===== src/rtl/mem_alu_seq_if.sv =====
// Instruction handshake between the sequencer (master) and the memory ALU (slave).
// INSTR_W is derived from ADDR_W: {op[3:0], a, b, d}.
interface mem_alu_seq_if #(
    parameter int ADDR_W = 4
);
    localparam int INSTR_W = 4 + 3 * ADDR_W;

    logic               instr_valid;
    logic [INSTR_W-1:0] instr;
    logic               instr_ready;

    modport master (output instr_valid, output instr, input instr_ready);
    modport slave  (input instr_valid, input instr, output instr_ready);
endinterface


===== src/rtl/mem_alu_seq.sv =====
// Memory-to-memory ALU: DEPTH x DATA_W register file, one instruction per handshake,
// iterative restoring divider for DIV/MOD.
module mem_alu_seq #(
    parameter int DATA_W = 8,
    parameter int ADDR_W = 4
) (
    input  logic                           clk,
    input  logic                           rst,
    mem_alu_seq_if.slave                   bus,
    output logic                           done,
    output logic [DATA_W-1:0]              result,
    output logic                           flag_zero,
    output logic                           flag_dz,
    output logic [DATA_W*(2**ADDR_W)-1:0]  mem_flat
);
    localparam int DEPTH   = 2 ** ADDR_W;
    localparam int INSTR_W = 4 + 3 * ADDR_W;
    localparam int IMM_W   = 2 * ADDR_W;
    localparam int CNT_W   = $clog2(DATA_W) + 1;

    typedef enum logic [1:0] {S_IDLE, S_EXEC, S_DIV} state_e;
    typedef enum logic [3:0] {
        OP_LDI = 4'h0, OP_EQ = 4'h1, OP_LT = 4'h2, OP_LE = 4'h3, OP_OR = 4'h4,
        OP_AND = 4'h8, OP_XOR, OP_NOT, OP_ADD, OP_SUB, OP_MUL, OP_DIV, OP_MOD
    } op_e;

    state_e              state_q, state_d;
    op_e                 op_q, op_d;
    logic [ADDR_W-1:0]   dst_q, dst_d;
    logic [DATA_W-1:0]   r1_q, r1_d, r2_q, r2_d;
    logic [IMM_W-1:0]    imm_q, imm_d;
    logic [DATA_W-1:0]   rem_q, rem_d, quo_q, quo_d;
    logic [CNT_W-1:0]    cnt_q, cnt_d;
    logic [DATA_W-1:0]   result_q, result_d;
    logic                done_q, done_d;
    logic                flag_zero_q, flag_zero_d;
    logic                flag_dz_q, flag_dz_d;
    logic [DATA_W-1:0]   mem_q [DEPTH];

    logic [DATA_W+IMM_W-1:0] imm_ext;
    logic [DATA_W-1:0]   alu_res;
    logic                alu_wr;
    logic [DATA_W:0]     trial;
    logic                qbit;
    logic [DATA_W-1:0]   rem_step, quo_step;
    logic                is_div;
    logic                ret, ret_dz, wr_en;
    logic [DATA_W-1:0]   ret_val;

    always_comb begin
        imm_ext = {{DATA_W{1'b0}}, imm_q};
        alu_res = '0;
        alu_wr  = 1'b1;
        case (op_q)
            OP_LDI:  alu_res = imm_ext[DATA_W-1:0];
            OP_EQ:   alu_res = {{(DATA_W-1){1'b0}}, r1_q == r2_q};
            OP_LT:   alu_res = {{(DATA_W-1){1'b0}}, r1_q <  r2_q};
            OP_LE:   alu_res = {{(DATA_W-1){1'b0}}, r1_q <= r2_q};
            OP_OR:   alu_res = r1_q | r2_q;
            OP_AND:  alu_res = r1_q & r2_q;
            OP_XOR:  alu_res = r1_q ^ r2_q;
            OP_NOT:  alu_res = ~r1_q;
            OP_ADD:  alu_res = r1_q + r2_q;
            OP_SUB:  alu_res = r1_q - r2_q;
            OP_MUL:  alu_res = r1_q * r2_q;
            default: begin
                alu_res = '0;
                alu_wr  = 1'b0;
            end
        endcase
    end

    always_comb begin
        state_d     = state_q;
        op_d        = op_q;
        dst_d       = dst_q;
        r1_d        = r1_q;
        r2_d        = r2_q;
        imm_d       = imm_q;
        rem_d       = rem_q;
        quo_d       = quo_q;
        cnt_d       = cnt_q;
        result_d    = result_q;
        flag_zero_d = flag_zero_q;
        flag_dz_d   = flag_dz_q;
        done_d      = 1'b0;
        ret         = 1'b0;
        ret_dz      = 1'b0;
        ret_val     = '0;
        wr_en       = 1'b0;
        is_div      = (op_q == OP_DIV) || (op_q == OP_MOD);

        // Restoring step: quo_q shifts the dividend out MSB-first while quotient bits shift in.
        trial    = {rem_q, quo_q[DATA_W-1]};
        qbit     = (trial >= {1'b0, r2_q});
        rem_step = qbit ? DATA_W'(trial - {1'b0, r2_q}) : trial[DATA_W-1:0];
        quo_step = {quo_q[DATA_W-2:0], qbit};

        case (state_q)
            S_IDLE: begin
                if (bus.instr_valid) begin
                    op_d    = op_e'(bus.instr[INSTR_W-1 -: 4]);
                    r1_d    = mem_q[bus.instr[3*ADDR_W-1 -: ADDR_W]];
                    r2_d    = mem_q[bus.instr[2*ADDR_W-1 -: ADDR_W]];
                    imm_d   = bus.instr[3*ADDR_W-1 : ADDR_W];
                    dst_d   = bus.instr[ADDR_W-1:0];
                    state_d = S_EXEC;
                end
            end
            S_EXEC: begin
                if (is_div) begin
                    if (r2_q == '0) begin
                        ret     = 1'b1;
                        ret_dz  = 1'b1;
                        wr_en   = 1'b1;
                        ret_val = (op_q == OP_DIV) ? '1 : r1_q;
                    end else begin
                        rem_d   = '0;
                        quo_d   = r1_q;
                        cnt_d   = '0;
                        state_d = S_DIV;
                    end
                end else begin
                    ret     = 1'b1;
                    wr_en   = alu_wr;
                    ret_val = alu_res;
                end
            end
            S_DIV: begin
                rem_d = rem_step;
                quo_d = quo_step;
                if (cnt_q == CNT_W'(DATA_W - 1)) begin
                    ret     = 1'b1;
                    wr_en   = 1'b1;
                    ret_val = (op_q == OP_DIV) ? quo_step : rem_step;
                end else begin
                    cnt_d = cnt_q + 1'b1;
                end
            end
            default: state_d = S_IDLE;
        endcase

        if (ret) begin
            done_d      = 1'b1;
            result_d    = ret_val;
            flag_zero_d = (ret_val == '0);
            flag_dz_d   = ret_dz;
            state_d     = S_IDLE;
        end
    end

    always_ff @(posedge clk) begin
        if (rst) begin
            state_q     <= S_IDLE;
            op_q        <= OP_LDI;
            dst_q       <= '0;
            r1_q        <= '0;
            r2_q        <= '0;
            imm_q       <= '0;
            rem_q       <= '0;
            quo_q       <= '0;
            cnt_q       <= '0;
            result_q    <= '0;
            done_q      <= 1'b0;
            flag_zero_q <= 1'b0;
            flag_dz_q   <= 1'b0;
            for (int unsigned k = 0; k < DEPTH; k++) mem_q[k] <= '0;
        end else begin
            state_q     <= state_d;
            op_q        <= op_d;
            dst_q       <= dst_d;
            r1_q        <= r1_d;
            r2_q        <= r2_d;
            imm_q       <= imm_d;
            rem_q       <= rem_d;
            quo_q       <= quo_d;
            cnt_q       <= cnt_d;
            result_q    <= result_d;
            done_q      <= done_d;
            flag_zero_q <= flag_zero_d;
            flag_dz_q   <= flag_dz_d;
            if (wr_en) mem_q[dst_q] <= ret_val;
        end
    end

    always_comb begin
        bus.instr_ready = (state_q == S_IDLE);
        done            = done_q;
        result          = result_q;
        flag_zero       = flag_zero_q;
        flag_dz         = flag_dz_q;
        for (int unsigned k = 0; k < DEPTH; k++) mem_flat[k*DATA_W +: DATA_W] = mem_q[k];
    end
endmodule


===== src/flat_wrapper.sv =====
// flat-port wrapper written by rule: the top's interface ports become plain ports
module mem_alu_seq_flat 
#(
    parameter int DATA_W = 8,
    parameter int ADDR_W = 4
)
  (clk, rst, done, result, flag_zero, flag_dz, mem_flat, bus_instr_valid, bus_instr, bus_instr_ready);
  mem_alu_seq_if #(.ADDR_W(ADDR_W)) bus_i ();
  input  logic clk;
  input  logic rst;
  output logic done;
  output logic [DATA_W-1:0] result;
  output logic flag_zero;
  output logic flag_dz;
  output logic [DATA_W*(2**ADDR_W)-1:0] mem_flat;
  input wire logic [$bits(bus_i.instr_valid)-1:0] bus_instr_valid;
  input wire logic [$bits(bus_i.instr)-1:0] bus_instr;
  output wire logic [$bits(bus_i.instr_ready)-1:0] bus_instr_ready;
  assign bus_i.instr_valid = bus_instr_valid;
  assign bus_i.instr = bus_instr;
  assign bus_instr_ready = bus_i.instr_ready;
  mem_alu_seq #(.DATA_W(DATA_W), .ADDR_W(ADDR_W)) u_core (.clk(clk), .rst(rst), .bus(bus_i), .done(done), .result(result), .flag_zero(flag_zero), .flag_dz(flag_dz), .mem_flat(mem_flat));
endmodule

===== config.mk =====
export PLATFORM = sky130hd
export DESIGN_NAME = mem_alu_seq_flat
export DESIGN_NICKNAME = d
export VERILOG_FILES = /design/src/rtl/mem_alu_seq_if.sv /design/src/rtl/mem_alu_seq.sv /design/src/flat_wrapper.sv
export SDC_FILE = /design/constraint.sdc
export NUM_CORES = 1
export LEC_CHECK = 0
export ABC_AREA = 1
export BUFFER_PORTS_ARGS = -buffer_cell sky130_fd_sc_hd__buf_4
export CORE_MARGIN = 4
export CORE_UTILIZATION = 50
export DETAILED_ROUTE_END_ITERATION = 16
export PLACE_DENSITY = 0.75
export SYNTH_ARGS = -nofsm -noshare
export SYNTH_HDL_FRONTEND = slang
export SYNTH_SLANG_ARGS = --single-unit

===== constraint.sdc =====
create_clock -name clk -period 4 [get_ports clk]
set_input_delay 0.2 -clock clk [delete_from_list [all_inputs] [get_ports clk]]
set_output_delay 0.2 -clock clk [all_outputs]
set_load 0.01 [all_outputs]

==> impl_metrics.json <==
{
  "drive_above_1_share_pct": 19.6,
  "port_buffers": 158,
  "cts-buffers-inserted": 17,
  "path_cells": "nand2_2, fa_2, fa_1, inv_2, fa_1, inv_2, fa_2, inv_2, ha_4, inv_4, o21bai_1, a31oi_2, nand3_1, nand3_1, nand3_1, nand2_1, nand2_2, nand2_4, buf_12, buf_12, nor2_1",
  "power.share.combinational_pct": 41.9,
  "cts-root-buf": "clkbuf_16",
  "drv_slew": 0,
  "max_stage_delay_ns": 0.55,
  "drt_iter0_drc": 2356,
  "synth_nets": 1731,
  "tns_ns": -6.50,
  "yosysSeqAreaShare_pct": 40.9,
  "crit_path_end_kind": "flip-flop",
  "vias_per_cell": 6.19,
  "cts_hold_buffers": 0,
  "clkLatencyLatePin_ns": 0.44,
  "violations": "negative setup slack",
  "clkPwrFrac_pct": 23.3,
  "status": "complete, but fails checks",
  "fin_crit_sh_pct": 106,
  "max_cap_viol_count": 0,
  "clockBufferDepth": 2,
  "grt_pass1_wl_um": 71000,
  "seq_power_share_pct": 34.8,
  "worst_pin_slew_ns": 1.12,
  "grt_max_degree": 68,
  "clock_skew_ns": 0.0177,
  "place.gp.congestion": 0.984,
  "hold_viol_final": 0,
  "vias": 13200,
  "die_h_um": 167,
  "dp_hpwl_um": 33500,
  "cp.required_ns": 4.19,
  "cpMaxStageDelayCell": "fa_1",
  "syn_area_um2": 12600,
  "sw_frac_of_total_pct": 42.6,
  "r2r_start": "u_core.r1_q[3]",
  "cp_top_family": "adder cells",
  "cp.arrival_ns": 4.43,
  "io_pins": 159,
  "drc": 0,
  "areaGrowthSynthToFinish_pct": 21.3,
  "cts_tree": "yes",
  "start_kind": "flip-flop",
  "grt_setup_unrepaired": "true",
  "holdCritPathClass": "in2reg",
  "p_sw_uw": 3070,
  "clock_sinks": 193,
  "ys.flop_type": "edfxtp_1",
  "yosys_warnings": 0,
  "cts.clk_slew.worst_paths_ns": 0.08,
  "die_area_um2": 27800,
  "max_freq_ghz": 0.236,
  "wirelength_um": 47500,
  "antenna_left": 0,
  "synth_edf_count": 128,
  "core-area_um2": 24500,
  "ys_ff_latch": 193,
  "startpoint": "u_core.r1_q[3]",
  "synth_cell_types": 53,
  "wl_per_cell_um": 22.3,
  "cp-endpoint": "u_core.mem_q[6][7]",
  "dr.pass1.iters": 6,
  "maxSlewHeadroom_pct": 25.2,
  "die_w_um": 167,
  "finalSetupViolCount": 35,
  "critPathKind": "reg2reg",
  "rr_endpoint": "u_core.mem_q[6][7]",
  "r2r_setup_slack_ns": -0.24,
  "grt_usage_pct": 32.5,
  "final_cells": 2131,
  "p_int_uw": 4140,
  "crit_buf_inv": 6,
  "overflow": 0,
  "async_reset_ff_share_pct": 0,
  "vdd.ir_drop.worst_mv": 0.301,
  "dpl.cell_count": 2089,
  "nets": 1880,
  "antenna_found_initial": 0,
  "cp_max_fo": 8,
  "syn_area_per_cell_um2": 7.64,
  "power_density_nw_per_um2": 473,
  "fp-row-count": 57,
  "cts_max_level": 4,
  "grt_pass1_vias": 12100,
  "ff2ff_path_depth": 21,
  "critical_path_depth": 21,
  "total_leakage_power_uw": 0.00677,
  "synthCells": 1645,
  "fillers": 2143,
  "start_util_pct": 51.3,
  "setup_ws_ns": -0.241,
  "insertedDiodeCount": 0,
  "finalWorstPathRequiredPeriod_ns": 4.24
}
==> sequential cells by signal (all words and copies together), names as in the netlist, 2 cells and up <==
signal          flops
u_core.result       8
u_core.op_q         4
u_core.mem_q      128
u_core.rem_q        8
u_core.cnt_q        4
u_core.imm_q        8
u_core.dst_q        4
u_core.r2_q         8
u_core.state_q      2
u_core.quo_q        8
u_core.r1_q         8
==> cell type report <==
| type | instances | area [um2] | share of cell area (%) |
|---|---|---|---|
| clock inverter | 15 | 146 | 0.959 |
| timing repair buffer | 220 | 1800 | 11.8 |
| inverter | 174 | 658 | 4.31 |
| multi-input combinational | 1188 | 6660 | 43.7 |
| sequential | 193 | 5160 | 33.8 |
| clock buffer | 17 | 425 | 2.79 |
| tap | 324 | 405 | 2.66 |
==> placed cells by master, fill, tap and decap left out, types with 5 or more instances in the layout <==
| master | instances |
|---|---|
| nor2_4 | 26 |
| nand3_1 | 92 |
| dfxtp_1 | 59 |
| ha_1 | 49 |
| o211ai_1 | 22 |
| edfxtp_1 | 128 |
| nand2_1 | 274 |
| inv_1 | 157 |
| nor2_1 | 283 |
| fa_1 | 13 |
| o22ai_1 | 14 |
| o221ai_1 | 47 |
| a31oi_1 | 6 |
| o21ai_0 | 182 |
| buf_12 | 7 |
| nor3_1 | 7 |
| inv_2 | 12 |
| nand2_2 | 13 |
| nand4_1 | 16 |
| buf_6 | 5 |
| inv_6 | 5 |
| nor2_2 | 8 |
| nand2_4 | 16 |
| a21oi_1 | 69 |
| buf_4 | 205 |
| clkbuf_16 | 19 |
==> worst min-delay path by stage <==
| stage | start | end | slack, ns | depth (start not counted) |
|---|---|---|---|---|
| 2_1_floorplan | rst | u_core.done | 0.28 | 1 |
| 3_3_place_gp | u_core.result[3] | u_core.result[3] | 0.46 | 2 |
| 3_5_place_dp | u_core.result[5] | u_core.result[5] | 0.46 | 2 |
| 4_1_cts | bus_instr[12] | u_core.op_q[0] | 0.04 | 3 |
| 5_1_grt | bus_instr[13] | u_core.op_q[1] | 0.06 | 3 |
| 6_report | bus_instr[13] | u_core.op_q[1] | 0.05 | 3 |
==> synthesized netlist by cell type (all sizes together) (29+ instances only) <==
library cell	n	area share [%]
o21ai	185	7.4
inv	171	5.1
nand3	94	3.7
clkbuf	61	1.8
edfxtp	128	31
buf	29	1.3
o221ai	47	3.3
nand2	303	10
nor2	318	9.8
ha	52	5.2
dfxtp	65	10
a21oi	70	2.8
==> per-layer routing <==
layer / wire (um) / global-route usage, % / up-vias
li1: - / - / 5836
met1: 18300 / 47.0 / 6066
met2: 20500 / 49.0 / 1087
met3: 6650 / 6.94 / 198
met4: 2110 / 10.4 / 0
met5: 0 / 0 / -
==> worst register-to-register path: stages (launching register included) <==
cell and delay (ns):
dfxtp_2 0.36, nand2_2 0.07, fa_2 0.38, fa_1 0.51
inv_2 0.04, fa_1 0.55, inv_2 0.05, fa_2 0.53
inv_2 0.05, ha_4 0.25, inv_4 0.06, o21bai_1 0.08
a31oi_2 0.18, nand3_1 0.10, nand3_1 0.10, nand3_1 0.10
nand2_1 0.09, nand2_2 0.08, nand2_4 0.09, buf_12 0.12
buf_12 0.14, nor2_1 0.05
==> cells by family (layout without fill, tap and decap cells) <==
group / after synthesis / count (layout) / synth area share, %
adders and majority gates: 67 / 67 / 7.56
AOI/OAI and AO/OA: 361 / 361 / 16.8
xor gates and xnor gates: 7 / 7 / 0.488
buffers and inverters: 264 / 426 / 8.34
DFF: 193 / 193 / 40.9
and+or+nand+nor: 753 / 753 / 25.9
==> per-stage QoR <==
| step | cell area [um2] | util (%) | total power [uW] | setup slack (ns) | hold WS, ns |
|---|---|---|---|---|---|
| after CTS | 15000 | 61.3 | 7060 | -0.166 | 0.0383 |
| after global placement | 14200 | 58.0 | 5260 | -0.103 | 0.456 |
| after global routing | 15300 | 62.2 | 7580 | -0.361 | 0.0638 |
| after detailed placement | 14200 | 58.0 | 5300 | -0.228 | 0.460 |
| after floorplan | 12600 | - | 4360 | 0.0356 | 0.281 |
| final | 15300 | 62.2 | 7210 | -0.241 | 0.0537 |
==> timing repair <==
action,CTS,global route
endpoints found under the hold margin,0,0
setup endpoints to repair,51,69
gates cloned,1,2
pin swaps,10,31
buffers inserted,7,2
resized for setup,36,55
==> power groups by stage <==
stage	Combinational (uW)	Clock, uW	Sequential [uW]
after global routing	3290	1760	2530
after global placement	2740	0	2530
final	3020	1680	2510
after CTS	2880	1680	2500
after floorplan	1850	0	2510
after detailed placement	2770	0	2530
Note: power is estimated with default switching activity, not from simulation.
